==> src/rtl/mem_port_arbiter.sv <==
// mem_port_arbiter: shares one single-port memory between the IF fetch port
// and the data load/store port. Round-robin on ties, ready handshake with a
// per-access timeout, registered one-cycle acknowledge per port and
// combinational stall requests back to the pipeline.
module mem_port_arbiter #(
   parameter int unsigned DATA_WIDTH = 32,
   parameter int unsigned ADDR_WIDTH = 13,
   parameter int unsigned TIMEOUT    = 15
) (
   input  logic                  clk_i,
   input  logic                  rst_ni,
   // instruction-fetch port
   input  logic                  if_req_i,
   input  logic [ADDR_WIDTH-1:0] if_addr_i,
   output logic                  if_ack_o,
   output logic                  if_err_o,
   output logic [DATA_WIDTH-1:0] if_rdata_o,
   // data port
   input  logic                  d_req_i,
   input  logic                  d_we_i,
   input  logic [3:0]            d_be_i,
   input  logic [ADDR_WIDTH-1:0] d_addr_i,
   input  logic [DATA_WIDTH-1:0] d_wdata_i,
   output logic                  d_ack_o,
   output logic                  d_err_o,
   output logic [DATA_WIDTH-1:0] d_rdata_o,
   // pipeline stalls
   output logic                  stall_if_o,
   output logic                  stall_mem_o,
   // memory side
   output logic                  mem_req_o,
   output logic                  mem_we_o,
   output logic [3:0]            mem_be_o,
   output logic [ADDR_WIDTH-1:0] mem_addr_o,
   output logic [DATA_WIDTH-1:0] mem_wdata_o,
   input  logic [DATA_WIDTH-1:0] mem_rdata_i,
   input  logic                  mem_ready_i
);

   localparam int unsigned CW = (TIMEOUT > 2) ? $clog2(TIMEOUT) : 1;
   localparam logic [CW-1:0] LP_WAIT_LAST = CW'(TIMEOUT - 1);

   typedef enum logic [1:0] {
      ST_IDLE   = 2'd0,
      ST_BUSY_I = 2'd1,
      ST_BUSY_D = 2'd2
   } state_t;

   state_t                r_state;
   logic                  r_last_grant_d;   // 0 = IF granted last, 1 = data
   logic [CW-1:0]         r_wait;

   logic                  r_if_ack;
   logic                  r_if_err;
   logic [DATA_WIDTH-1:0] r_if_rdata;
   logic                  r_d_ack;
   logic                  r_d_err;
   logic [DATA_WIDTH-1:0] r_d_rdata;

   logic                  r_mem_req;
   logic                  r_mem_we;
   logic [3:0]            r_mem_be;
   logic [ADDR_WIDTH-1:0] r_mem_addr;
   logic [DATA_WIDTH-1:0] r_mem_wdata;

   logic                  w_grant_d;
   logic                  w_grant_i;
   logic                  w_timeout;

   // Arbitration: data wins if alone, or on a tie when IF was granted last.
   always_comb begin
      w_grant_d = d_req_i & (~if_req_i | ~r_last_grant_d);
      w_grant_i = if_req_i & ~w_grant_d;
      w_timeout = (r_wait == LP_WAIT_LAST);
   end

   // Access sequencer: grant, hold payload, complete on ready or timeout.
   always_ff @(posedge clk_i or negedge rst_ni) begin
      if (!rst_ni) begin
         r_state        <= ST_IDLE;
         r_last_grant_d <= 1'b0;
         r_wait         <= '0;
         r_if_ack       <= 1'b0;
         r_if_err       <= 1'b0;
         r_if_rdata     <= '0;
         r_d_ack        <= 1'b0;
         r_d_err        <= 1'b0;
         r_d_rdata      <= '0;
         r_mem_req      <= 1'b0;
         r_mem_we       <= 1'b0;
         r_mem_be       <= '0;
         r_mem_addr     <= '0;
         r_mem_wdata    <= '0;
      end else begin
         r_if_ack <= 1'b0;
         r_if_err <= 1'b0;
         r_d_ack  <= 1'b0;
         r_d_err  <= 1'b0;
         case (r_state)
            ST_IDLE: begin
               r_wait <= '0;
               if (w_grant_d) begin
                  r_state        <= ST_BUSY_D;
                  r_last_grant_d <= 1'b1;
                  r_mem_req      <= 1'b1;
                  r_mem_we       <= d_we_i;
                  r_mem_be       <= d_be_i;
                  r_mem_addr     <= d_addr_i;
                  r_mem_wdata    <= d_wdata_i;
               end else if (w_grant_i) begin
                  r_state        <= ST_BUSY_I;
                  r_last_grant_d <= 1'b0;
                  r_mem_req      <= 1'b1;
                  r_mem_we       <= 1'b0;
                  r_mem_be       <= 4'hF;
                  r_mem_addr     <= if_addr_i;
                  r_mem_wdata    <= '0;
               end
            end
            ST_BUSY_I: begin
               if (mem_ready_i) begin
                  r_if_rdata <= mem_rdata_i;
                  r_if_ack   <= 1'b1;
                  r_mem_req  <= 1'b0;
                  r_state    <= ST_IDLE;
               end else if (w_timeout) begin
                  r_if_rdata <= '0;
                  r_if_ack   <= 1'b1;
                  r_if_err   <= 1'b1;
                  r_mem_req  <= 1'b0;
                  r_state    <= ST_IDLE;
               end else begin
                  r_wait <= r_wait + 1'b1;
               end
            end
            ST_BUSY_D: begin
               if (mem_ready_i) begin
                  if (!r_mem_we) begin
                     r_d_rdata <= mem_rdata_i;
                  end
                  r_d_ack   <= 1'b1;
                  r_mem_req <= 1'b0;
                  r_state   <= ST_IDLE;
               end else if (w_timeout) begin
                  r_d_rdata <= '0;
                  r_d_ack   <= 1'b1;
                  r_d_err   <= 1'b1;
                  r_mem_req <= 1'b0;
                  r_state   <= ST_IDLE;
               end else begin
                  r_wait <= r_wait + 1'b1;
               end
            end
            default: begin
               r_state   <= ST_IDLE;
               r_mem_req <= 1'b0;
            end
         endcase
      end
   end

   // Output mapping; stalls are combinational so the ack cycle releases them.
   always_comb begin
      if_ack_o    = r_if_ack;
      if_err_o    = r_if_err;
      if_rdata_o  = r_if_rdata;
      d_ack_o     = r_d_ack;
      d_err_o     = r_d_err;
      d_rdata_o   = r_d_rdata;
      mem_req_o   = r_mem_req;
      mem_we_o    = r_mem_we;
      mem_be_o    = r_mem_be;
      mem_addr_o  = r_mem_addr;
      mem_wdata_o = r_mem_wdata;
      stall_if_o  = if_req_i & ~r_if_ack;
      stall_mem_o = d_req_i & ~r_d_ack;
   end

endmodule
==> config.mk <==
export PLATFORM = sky130hd
export DESIGN_NAME = mem_port_arbiter
export DESIGN_NICKNAME = d
export VERILOG_FILES = /design/src/rtl/mem_port_arbiter.sv
export SDC_FILE = /design/constraint.sdc
export NUM_CORES = 1
export LEC_CHECK = 0
export ABC_AREA = 1
export ABC_CLOCK_PERIOD_IN_PS = 1500
export CAP_MARGIN = 20
export CORE_UTILIZATION = 43
export CTS_BUF_LIST = sky130_fd_sc_hd__clkbuf_16
export CTS_CLUSTER_SIZE = 16
export DETAILED_ROUTE_END_ITERATION = 6
export GPL_TIMING_DRIVEN = 0
export HOLD_SLACK_MARGIN = 0.05
export PLACE_DENSITY = 0.77
export REMOVE_ABC_BUFFERS = 1
export SLEW_MARGIN = 0
export SYNTH_ARGS = -nofsm -noshare
export SYNTH_HDL_FRONTEND = slang
export SYNTH_SLANG_ARGS = --single-unit
==> constraint.sdc <==
create_clock -name clk_i -period 1.5 [get_ports clk_i]
set_input_delay 0.3 -clock clk_i [delete_from_list [all_inputs] [get_ports clk_i]]
set_output_delay 0.3 -clock clk_i [all_outputs]
set_load 0.02 [all_outputs]
==> results.sh, run 1 <==
export IMPL_synthMuxAreaShare=0
export IMPL_total_switching_power_mw=7.576
export IMPL_coreArea_um2=12110
export IMPL_critical_path_data_required_time_ns=1.80
export IMPL_grt_overflow=0
export IMPL_dpl_hpwl_um=10430
export IMPL_critical_path_cell_chain="inv_2, ha_4, nand3_4, nand2_8, nand3_4, nand2_2, nand2_2"
export IMPL_start_point_of_the_worst_min_delay_path="mem_ready_i"
export IMPL_max_slew_violation_total_from_the_final_report=0
export IMPL_r2r_start="r_wait[0]"
export IMPL_floorplan_die_height_um=114.1
export IMPL_leakage_nw=4.556
export IMPL_n_antenna_cell=0
export IMPL_min_to="if_rdata_o[17]"
export IMPL_power_density_nw_per_um2=2120
export IMPL_antenna_violations_before_repair=0
export IMPL_ant_nets=0
export IMPL_delay_of_the_slowest_cell_on_the_worst_path_ns=0.43
export IMPL_clkLatencyLatePin_ns=0.41
export IMPL_drt_first_iter_violations=357
export IMPL_clk_path_buf_depth=2
export IMPL_critical_path_maximum_fanout=8
export IMPL_synth_warning_count=0
export IMPL_floorplan_initialDensity=0.4458
export IMPL_drt_first_pass_iters=5
export IMPL_floorplan_die_area_um2=13010
export IMPL_vdd_ir_drop_worst_uv=922.3
export IMPL_arrival_ns=1.81
export IMPL_synth_area_per_cell_um2=8.708
export IMPL_num_rows=40
export IMPL_finalSetupViolations=2
export IMPL_finalPower_mw=18.00
export IMPL_critPathKind="flop to flop"
export IMPL_worst_r2r_path_depth=7
export IMPL_route_vias_total=5247
export IMPL_io_buffer_count=220
export IMPL_htree_num_levels=4
export IMPL_worst_slack_ns=-0.008396
export IMPL_ioPinCount=221
export IMPL_cts_buffers_inserted=17
export IMPL_grt_total_usage=0.2725
export IMPL_wl_um=17600
export IMPL_seq_area_frac_synth=0.5840
export IMPL_compound_cell_area_share_of_the_yosys_netlist=0.007648
export IMPL_rsz0062_at_grt="true"
export IMPL_syn_instance_count=620
export IMPL_crit_path_top_delay_cell="sky130_fd_sc_hd__dfrtp_1"
export IMPL_grt_first_pass_wirelength_um=26920
export IMPL_most_common_library_cell_in_the_layout_ignoring_fill_and_taps="sky130_fd_sc_hd__nand2_1"
export IMPL_placedInstanceArea_um2=7640
export IMPL_synth_cell_type_count=20
export IMPL_timing_final_crit_share=1.006
export IMPL_finalInstanceArea_um2=8494
export IMPL_main_combinational_cell_family_by_area_after_synthesis="simple AND/OR/NAND/NOR gates"
export IMPL_hold_ws_ns=0.3067
export IMPL_p_clk_frac=0.220
export IMPL_first_global_vias=5351
export IMPL_worst_slew_pin_transition_ns=0.4703
export IMPL_clock_tree_root_cell="sky130_fd_sc_hd__clkbuf_16"
export IMPL_clk_pin_slew_ns=0.06
export IMPL_postLayoutCoreUtil=0.7013
export IMPL_cts_sinks=126
export IMPL_ys_seq_elements=126
export IMPL_status="finished with violations"
export IMPL_clock_skew_ns=0.009252
export IMPL_hold_path_depth=3
export IMPL_routed_wire_length_per_instance_um=17.11
export IMPL_slew_limit_headroom=0.6857
export IMPL_min_delay_path_class="input port to flop"
export IMPL_achievable_frequency_ghz=0.6630
export IMPL_grt_max_degree=79
export IMPL_gp_routability_congestion=0.7889
export IMPL_worst_r2r_setup_slack_ns=-0.008
export IMPL_setup_worst_path_end_class="flop"
export IMPL_drc_errors=0
export IMPL_final_fill_count=966
export IMPL_die_width_um=114.1
export IMPL_timing_hold_violations_final=0
export IMPL_final_setup_tns_ns=-0.01387
export IMPL_setup_worst_path_start_class="flop"
export IMPL_combPwrFrac=0.463
export IMPL_detail_routed_via_count_per_cell=5.099
export IMPL_synth_simple_area_share=0.3328
export IMPL_switching_share=0.4208
export IMPL_synthesis_area_um2=5399
export IMPL_failed_checks="negative setup slack"
export IMPL_mostFrequentLayoutCells="sky130_fd_sc_hd__nand2_1, sky130_fd_sc_hd__dfrtp_1, sky130_fd_sc_hd__dlygate4sd2_1, sky130_fd_sc_hd__clkdlybuf4s50_1, sky130_fd_sc_hd__nand3_1"
export IMPL_internal_power_mw=10.43
export IMPL_synth_fa_ha_area_frac=0.01390
export IMPL_pwr_share_seq=0.317
export IMPL_cts_tree="done"
export IMPL_synth_xor_area_share=0.001622
export IMPL_r2r_end="d_rdata_o[7]"
export IMPL_max_cap_violations=0
export IMPL_syn_to_final_growth_pct=57.33
export IMPL_drive_above_1_share=0.1022
export IMPL_final_min_clock_period_ns=1.508
export IMPL_finish_net_count=954
## worst max-delay path by stage
| stage | startpoint | end | slack [ns] | cells after the start |
|---|---|---|---|---|
| after floorplan | r_state[0] | d_rdata_o[0] | -0.34 | 5 |
| after global placement | rst_ni | mem_wdata_o[17] | -4.73 | 1 |
| after detailed placement | d_req_i | mem_be_o[1] | -1.11 | 5 |
| after CTS | r_wait[0] | d_rdata_o[7] | 0.005 | 7 |
| after global routing | r_wait[0] | d_rdata_o[27] | -0.05 | 7 |
| final | r_wait[0] | d_rdata_o[7] | -0.008 | 7 |
## cells in the mapped netlist
cell type / n / area [um^2]
sky130_fd_sc_hd__nand2_2: 2 / 12.51
sky130_fd_sc_hd__a21oi_1: 5 / 25.02
sky130_fd_sc_hd__buf_2: 13 / 65.06
sky130_fd_sc_hd__xor2_1: 1 / 8.760
sky130_fd_sc_hd__clkbuf_1: 6 / 22.52
sky130_fd_sc_hd__buf_1: 3 / 11.26
sky130_fd_sc_hd__ha_1: 6 / 75.07
sky130_fd_sc_hd__nand3_1: 48 / 240.2
sky130_fd_sc_hd__a21oi_4: 1 / 16.27
sky130_fd_sc_hd__nor2_1: 10 / 37.54
sky130_fd_sc_hd__inv_2: 1 / 3.750
sky130_fd_sc_hd__nand3_4: 2 / 35.03
sky130_fd_sc_hd__nand4_1: 35 / 219.0
sky130_fd_sc_hd__nand2_4: 3 / 33.78
sky130_fd_sc_hd__buf_6: 9 / 101.4
sky130_fd_sc_hd__dfrtp_1: 126 / 3153
sky130_fd_sc_hd__inv_1: 20 / 75.07
sky130_fd_sc_hd__buf_4: 6 / 45.04
sky130_fd_sc_hd__nand2_1: 322 / 1209
sky130_fd_sc_hd__nand3_2: 1 / 10.01
## critical path: cells and delay by family (launching register included)
family                   cells  cell delay [ns]
AND/OR/NAND/NOR              5             0.70
flip-flops                   1             0.43
buffers and inverters        1             0.11
adder cells (fa/ha/maj)      1             0.16
## state kept, by name, indices dropped and copies added (netlist names)
name / flops
d_rdata_o: 32
mem_wdata_o: 32
mem_we_o: 1
r_last_grant_d: 1
if_rdata_o: 32
mem_be_o: 4
r_wait: 4
mem_addr_o: 13
if_ack_o: 1
d_ack_o: 1
r_state: 2
if_err_o: 1
mem_req_o: 1
d_err_o: 1
## logic make-up after synthesis
family,after synthesis
flops,126
simple gates,423
xor+xnor,1
compound gates,6
buf+inv,58
fa+ha+maj,6
## final cells by class
cell class	instances	area (um^2)	share of cell area
Sequential cell	126	3154	0.3713
Timing Repair Buffer	238	2271	0.2673
Tap cell	168	210.2	0.02475
Timing Repair inverter	2	18.77	0.002209
Clock buffer	17	425.4	0.05008
Clock inverter	15	137.6	0.01620
Inverter	21	90.09	0.01061
Multi-Input combinational cell	442	2187	0.2575
## routing by layer
metal | wire [um] | track usage
met5 | 0 | 0
met4 | 602 | 0.1463
met3 | 1102 | 0.05770
met2 | 9140 | 0.4792
met1 | 6759 | 0.3111
## stage by stage
stage	std cells	worst slack [ns]
finish	1029	-0.008396
global route	1029	-0.05110
CTS	1017	0.004520
detailed placement	974	-1.112
global placement	971	-4.727
floorplan	583	-0.3445
## power by group through the flow
stage | Sequential [mW] | Clock [mW] | Combinational [mW]
finish | 5.71 | 3.96 | 8.34
CTS | 5.66 | 3.99 | 7.97
global placement | 5.67 | 0 | 8.06
detailed placement | 5.74 | 0 | 8.30
floorplan | 7.43 | 0 | 2.29
global route | 5.88 | 4.18 | 8.95
## what timing repair did
action                                  4_1_cts  5_1_grt
endpoints found under the setup margin      244      123
pin swaps                                     4        5
gates cloned                                  6        2
hold buffers                                  1        0
endpoints found under the hold margin        48        0
resized for setup                           158       24
setup buffers                                 4       10
(Power assumes the default switching activity.)
==> run 2, diff against run 1 <==
--- a/config.mk
+++ b/config.mk
@@ -16,7 +16,7 @@
 export HOLD_SLACK_MARGIN = 0.05
 export PLACE_DENSITY = 0.77
 export REMOVE_ABC_BUFFERS = 1
-export SLEW_MARGIN = 0
+export SLEW_MARGIN = 20
 export SYNTH_ARGS = -nofsm -noshare
 export SYNTH_HDL_FRONTEND = slang
 export SYNTH_SLANG_ARGS = --single-unit
==> run 2 against run 1 <==
  * The flow now finishes without violations
  * Clock-buffer cell count did not move
  * First-iteration DRC count decreased by 13%
  * Routed wire length decreased by 1.6%
  * Combinational power shrank 0.8%
  * Clock skew is 0.0047 ns lower
  * Critical path depth is 6 lower
  * Final cell count fell by 0.29%
  * Core utilization down 0.41 points
  * Sequential cell count is the same
  * Clock power barely moved
  * Sequential share of layout area rose by 0.22 points
  * Hold slack improved by 0.082 ns
  * Largest cell class unchanged
  * Highest routed layer unchanged
==> results.sh, run 2 (synthesized netlist as in run 1, its figures left out) <==
export IMPL_io_buffer_count=220
export IMPL_leakage_nw=4.551
export IMPL_cts_buffers_inserted=17
export IMPL_critical_path_maximum_fanout=2
export IMPL_ioPinCount=221
export IMPL_hold_path_depth=3
export IMPL_finalInstanceArea_um2=8444
export IMPL_critical_path_n_buffers_inverters=1
export IMPL_grt_total_usage=0.2703
export IMPL_cts_tree="done"
export IMPL_timing_hold_violations_final=0
export IMPL_first_global_vias=5253
export IMPL_arrival_ns=1.16
export IMPL_num_rows=40
export IMPL_ant_nets=0
export IMPL_grt_first_pass_wirelength_um=26810
export IMPL_critical_path_data_required_time_ns=1.20
export IMPL_start_point_of_the_worst_min_delay_path="mem_ready_i"
export IMPL_r2r_start="r_wait[0]"
export IMPL_clock_tree_root_cell="sky130_fd_sc_hd__clkbuf_16"
export IMPL_min_delay_path_class="input port to flop"
export IMPL_cts_sinks=126
export IMPL_dpl_hpwl_um=10380
export IMPL_syn_to_final_growth_pct=56.41
export IMPL_finish_net_count=952
export IMPL_clk_pin_slew_ns=0.06
export IMPL_achievable_frequency_ghz=0.6861
export IMPL_slew_limit_headroom=0.6571
export IMPL_timing_final_crit_share=0.9717
export IMPL_startpoint="d_rdata_o[20]"
export IMPL_crit_path_top_delay_cell="sky130_fd_sc_hd__dfrtp_1"
export IMPL_vdd_ir_drop_worst_uv=949.5
export IMPL_r2r_end="d_rdata_o[26]"
export IMPL_n_antenna_cell=0
export IMPL_drive_above_1_share=0.09207
export IMPL_gp_routability_congestion=0.7889
export IMPL_setup_worst_path_end_class="output port"
export IMPL_routed_wire_length_per_instance_um=16.89
export IMPL_drt_first_iter_violations=312
export IMPL_route_vias_total=5239
export IMPL_final_instance_count_excl_fill=1026
export IMPL_worst_r2r_setup_slack_ns=0.05
export IMPL_worst_path_dominant_cell_family="flip-flops"
export IMPL_detail_routed_via_count_per_cell=5.106
export IMPL_critPathKind="flop to output port"
export IMPL_floorplan_initialDensity=0.4458
export IMPL_grt_max_degree=79
export IMPL_clock_skew_ns=0.004515
export IMPL_antenna_violations_before_repair=0
export IMPL_final_min_clock_period_ns=1.458
export IMPL_placedInstanceArea_um2=7635
export IMPL_drt_first_pass_iters=4
export IMPL_wl_um=17330
export IMPL_most_common_library_cell_in_the_layout_ignoring_fill_and_taps="sky130_fd_sc_hd__nand2_1"
export IMPL_floorplan_die_height_um=114.1
export IMPL_finalSetupViolations=0
export IMPL_status="completed"
export IMPL_rsz0062_at_grt="true"
export IMPL_mostFrequentLayoutCells="sky130_fd_sc_hd__nand2_1, sky130_fd_sc_hd__dfrtp_1, sky130_fd_sc_hd__dlygate4sd2_1, sky130_fd_sc_hd__clkdlybuf4s50_1, sky130_fd_sc_hd__nand3_1"
export IMPL_clkLatencyLatePin_ns=0.41
export IMPL_power_density_nw_per_um2=2124
export IMPL_coreArea_um2=12110
export IMPL_htree_num_levels=4
export IMPL_finalPower_mw=17.94
export IMPL_final_setup_tns_ns=0
export IMPL_max_slew_violation_total_from_the_final_report=0
export IMPL_die_width_um=114.1
export IMPL_worst_slew_pin_transition_ns=0.5143
export IMPL_grt_overflow=0
export IMPL_clk_path_buf_depth=2
export IMPL_dp_cells=974
export IMPL_delay_of_the_slowest_cell_on_the_worst_path_ns=0.38
export IMPL_critical_path_cell_chain="dlygate4sd2_1"
export IMPL_floorplan_die_area_um2=13010
export IMPL_drc_errors=0
export IMPL_min_to="if_rdata_o[11]"
export IMPL_max_cap_violations=0
export IMPL_worst_r2r_path_depth=7
export IMPL_setup_worst_path_start_class="flop"
run 2: power breakdown:
group	leakage, nW	internal [mW]	switching (mW)
Sequential	1.59	4.88	0.824
Clock	0.287	2.54	1.42
Combinational	2.67	3.02	5.26
run 2: cell type report:
cell class | instances | area (um^2)
repair buffers | 237 | 2270
flip-flops and latches | 126 | 3154
inverters | 21 | 90.09
multi-input cells | 441 | 2141
repair inverters | 2 | 18.77
clock buffers | 17 | 425.4
well taps | 168 | 210.2
clock inverters | 14 | 135.1
fillers | 951 | 3667
run 2: layer usage:
layer / vias up / GRT usage / wire length (um)
met5: - / 0 / 0
met4: 0 / 0.1645 / 722
met3: 51 / 0.06829 / 1043
met2: 217 / 0.4549 / 8775
met1: 2545 / 0.3109 / 6788
li1: 2426 / - / -
run 2: per-stage QoR:
step | hold slack, ns | utilization | worst slack (ns)
finish | 0.3884 | 0.6972 | 0.04239
global route | 0.3975 | 0.6972 | -0.04220
CTS | 0.3697 | 0.6858 | 0.009540
detailed placement | 0.2682 | 0.6304 | -1.110
global placement | 0.4527 | 0.6247 | -4.727
floorplan | 0.004409 | - | -0.3445
run 2: worst max-delay path by stage:
stage                      end  slack [ns]  cells after the start
4_1_cts         if_rdata_o[10]        0.01                      7
3_3_place_gp   mem_wdata_o[17]       -4.73                      1
5_1_grt          d_rdata_o[26]       -0.04                      7
3_5_place_dp       mem_be_o[1]       -1.11                      5
2_1_floorplan     d_rdata_o[0]       -0.34                      5
6_report         d_rdata_o[20]        0.04                      1
run 2: what timing repair did:
| action | 4_1_cts | 5_1_grt |
|---|---|---|
| setup endpoints to repair | 243 | 113 |
| hold buffers | 1 | 0 |
| cloned | 6 | 2 |
| gates resized for setup | 155 | 17 |
| endpoints found under the hold margin | 48 | 0 |
| buffers inserted | 5 | 7 |
| pin swaps | 4 | 3 |
==> edit 1, RTL diff (config.mk and constraints of run 1) <==
Change the parameter `ADDR_WIDTH` from 13 to 12.
--- a/src/rtl/mem_port_arbiter.sv
+++ b/src/rtl/mem_port_arbiter.sv
@@ -5,5 +5,5 @@
 module mem_port_arbiter #(
    parameter int unsigned DATA_WIDTH = 32,
-   parameter int unsigned ADDR_WIDTH = 13,
+   parameter int unsigned ADDR_WIDTH = 12,
    parameter int unsigned TIMEOUT    = 15
 ) (
Ports: changed (resized d_addr_i, if_addr_i and mem_addr_o); port bits go from 221 to 218. No check against the original RTL was run, so the function may have changed too.
==> edit 1 against run 1 <==
  * Synthesized area shrank 2.7%
  * Total power shrank 0.74%
  * Sequential cell count shrank 1
  * Sequential power is essentially flat
  * Cell area shrank 0.82%
  * Setup slack gained 21 ps
  * Global-route usage shrank 1.2 points
  * Wire length shrank 5.5%
  * Critical path type unchanged
==> edit 1: results (changes against run 1) <==
Worst setup path
  – CP Data Arrival Time: 1790 ps (-20 ps)

Cells and area
  – Fill count: 941 (-2.6%)
  – Share of cells above drive strength 1: 11.08% (+0.86 points)
  – Non-Filler Cell Area, Final: 8424 sq um (-0.82%)

Detailed routing
  – Drt pass-1 iters: 6 (+1)
  – Initial DRC Count: 452 (+27%)
  – Total number of vias: 5140 (-2.0%)
  – WL/cell: 16.71 um (-2.3%)
  – Final wirelength: 16630 um (-5.5%)

Yosys
  – Dominant cells by area after synthesis: dfrtp_1 (60%), nand2_1 (23%), nand3_1 (4.5%), nand4_1 (4.2%), buf_2 (2.0%)
  – Post-Syn Area per Cell: 8.583 sq um (-1.4%)
  – Most frequent cells after synthesis: nand2_1 (318), dfrtp_1 (125), nand3_1 (47)
  – Unique masters post-synth: 17 (-15%)
  – Synth Area in XOR/XNOR: 0.1667% (+0.0045 points)
  – Adder-Cell Fraction of Synth Area: 1.429% (+0.039 points)
  – Complex-gate fraction of the synthesized area: 0.6432% (-0.12 points)
  – Sequential share of the synthesized area: 59.55% (+1.2 points)

Global routing
  – Met3 Track Usage GR: 8.693% (+2.9 points)
  – Initial antenna violation count: 0 (unchanged)
  – Total global-route track usage: 26.03% (-1.2 points)
  – Grt met2 use: 43.02% (-4.9 points)
  – GR met1 Demand/Resource: 31.34% (+0.24 points)
  – First-pass GRT wire length: 25350 um (-5.8%)
  – GR Overflow Total: 0 (unchanged)
  – Maximum number of pins on one net before global-route repair: 67 (-15%)
  – Number of global-route vias before repair: 4940 (-7.7%)

Power and ir drop
  – Peak supply drop: 0.001232 V (+34%)
  – P_leak: 4.517 nW (-0.84%)

Hold path
  – Hold crit path type: primary input to flip-flop

Timing
  – Worst Skew: 10.13 ps (+0.8781 ps)
  – Actual slew at the worst max-slew pin: 575.9 ps (+105.6 ps)

Placed design
  – DP Worst Slack: -1186 ps (-74.13 ps)
  – Placed cell count: 944 (-3.1%)
  – Port Buffers: 217 (-1.4%)
  – Placed cell areas: 7510 sq um (-1.7%)
  – Placer congestion estimate: 0.7779 (-1.4%)
  – DP HPWL: 10000 um (-4.1%)

Run status
  – Status: complete, no violations
edit 1: cell types whose count changed after synthesis, moves of 2 or more:
cell | run 1 | this run
nand3_2 | 1 | 3
buf_4 | 6 | 1
nand2_1 | 322 | 318
nand3_4 | 2 | 0
nand2_4 | 3 | 0
buf_1 | 3 | 0
buf_6 | 9 | 3
clkbuf_1 | 6 | 11
nand2_2 | 2 | 4
buf_2 | 13 | 21
edit 1: metal layers:
metal	vias to the layer above	share of wire, %
met5	-	0
met4	0	1.4
met3	22	9.1
met2	277	50
met1	2441	39
li1	2400	-
edit 1: where the power goes:
group          switching (mW)  total [mW]  internal [mW]
sequential              0.840        5.69           4.85
combinational            5.11        8.08           2.98
clock                    1.39        4.10           2.71
edit 1: cell type report:
cell class | count | area share (%)
well taps | 147 | 2.183
repair buffers | 236 | 26.78
clock buffers | 17 | 5.050
inverters | 21 | 1.129
multi-input cells | 436 | 25.75
repair inverters | 1 | 0.08911
flip-flops and latches | 125 | 37.16
clock inverters | 12 | 1.857
edit 1: final timing paths:
path,to,slack (ps),depth (start not counted)
max in group asynchronous,r_state[0],310,3
hold / removal,if_rdata_o[19],330,3
setup reg to reg,d_rdata_o[24],10,7
hold reg to reg,d_rdata_o[5],460,2
setup / recovery,d_rdata_o[24],10,7
min in group asynchronous,d_rdata_o[4],450,2
edit 1: worst register-to-register path: cells and delay by family, from the launching register on:
kind / cells / cell delay, ps
AND/OR/NAND/NOR: 5 / 690
adder cells (fa/ha/maj): 1 / 160
flip-flops: 1 / 430
buffers and inverters: 1 / 110
edit 1: what timing repair did:
action / 4_1_cts / 5_1_grt
buffers inserted: 3 / 11
setup endpoints to repair: 242 / 104
pin swaps: 3 / 10
cloned: 4 / 3
hold endpoints to repair: 59 / 0
hold buffers: 1 / 0
resized for setup: 162 / 30
==> edit 2, RTL diff (flow settings as in run 1) <==
Without the edit above. Register the output `d_err_o`, without a reset; this adds one clock of latency there. The other outputs are not delayed to match.
--- a/src/rtl/mem_port_arbiter.sv
+++ b/src/rtl/mem_port_arbiter.sv
@@ -46,4 +46,6 @@
       ST_BUSY_D = 2'd2
    } state_t;
+
+   logic d_err_d;
 
    state_t                r_state;
@@ -166,5 +168,5 @@
       if_rdata_o  = r_if_rdata;
       d_ack_o     = r_d_ack;
-      d_err_o     = r_d_err;
+      d_err_d     = r_d_err;
       d_rdata_o   = r_d_rdata;
       mem_req_o   = r_mem_req;
@@ -177,3 +179,7 @@
    end
 
+   always_ff @(posedge clk_i) begin
+      d_err_o <= d_err_d;
+   end
+
 endmodule
Check against the original RTL: same outputs for any inputs over 4 cycles, from zero or initial values and one cycle with rst_ni low; that may be too few to reach the edited logic, so the function may still have changed.
==> edit 2 against run 1 <==
  * Setup slack gained 56 ps
  * Wire length shrank 2.9%
  * Cell area shrank 0.85%
  * Clock power is 2% higher
  * Cell count is 0.58% lower
  * Die area rose by 0.37%
  * Non-clock buffer count is 6 lower
  * Synthesized area increased by 0.37%
  * First-iteration DRC count shrank 18%
  * Sequential share of layout area grew 0.56 points
  * Sequential cell count grew 1
  * Clock skew is 1.1 ps lower
  * Global-route usage is 0.34 points lower
  * Total power fell by 0.85%
==> edit 2: results (changes against run 1) <==
Placed design
  – Placed cell areas: 7685 sq um (+0.59%)
  – Placer congestion estimate: 0.7900 (+0.14%)
  – DP Worst Slack: -1133 ps (-21.62 ps)
  – DP HPWL: 10610 um (+1.6%)
  – Placed cell count: 976 (+0.21%)

Timing
  – Slew headroom: 65.50% (-3.1 points)
  – WHS: 327.8 ps (+21.08 ps)

Global routing
  – Maximum number of pins on one net before global-route repair: 76 (-3.8%)
  – Total global-route track usage: 26.91% (-0.34 points)
  – Grt met2 use: 46.14% (-1.8 points)
  – GR met1 Demand/Resource: 31.15% (+0.040 points)

Clock tree
  – CTS Sinks: 127 (+0.79%)
  – Post-CTS Resized: 161 (+1.9%)

Power and ir drop
  – Clock share of power: 22.6% (+0.6 points)
  – Peak supply drop: 0.0009928 V (+7.6%)
  – Flop pwr share: 32.2% (+0.5 points)
  – Sw Share: 41.87% (-0.21 points)

Yosys
  – Top-area cell type share of the netlist area: 58.19% (-0.22 points)
  – Post-synth ARST share: 99.21% (-0.79 points)
  – Sequential share of the synthesized area: 58.55% (+0.15 points)

Detailed routing
  – Post-Route M1 WL: 6536 um (-3.3%)
  – Met2 wire len: 8850 um (-3.2%)
  – Initial DRC Count: 291 (-18%)

Worst setup path
  – Crit Reg-Reg Startpoint: mem_we_o
  – CP top delay family: flip-flops
  – R2R depth: 4 (-3)

Cells and area
  – Nets: 948 (-0.63%)
  – Fin util: 69.25% (-0.89 points)
  – Final std cells w/o fill: 1023 (-0.58%)
  – Final non-clock buffer share: 26.28% (-0.45 points)
  – Multi-input combinational area share: 25.38% (-0.37 points)

Run status
  – Status: complete, no violations
edit 2: worst max-delay path by stage:
stage	start	endpoint	slack, ps	cells after the start
after global placement	rst_ni	mem_wdata_o[3]	-4670	1
final	if_ack_o	stall_if_o	50	2
after floorplan	r_state[0]	d_rdata_o[0]	-340	5
after global routing	r_state[0]	r_wait[0]	-2	8
after CTS	r_wait[0]	d_rdata_o[4]	3	7
after detailed placement	d_req_i	mem_wdata_o[10]	-1130	6
edit 2: worst register-to-register path: stages (launching register included):
cell and delay [ps]:
dfrtp_2 480, nand2_1 430, nand3_4 250, nand2_1 130, nand2_1 60
edit 2: cells by family (layout without fill, tap and decap cells):
group           count (synthesis)  after routing  synth area share, %
flops                         127            127                58.55
fa+ha+maj                       6              6                1.385
buf+inv                        58            287                5.980
simple gates                  423            428                33.16
compound gates                  6              6               0.7620
xor+xnor                        1              1               0.1617
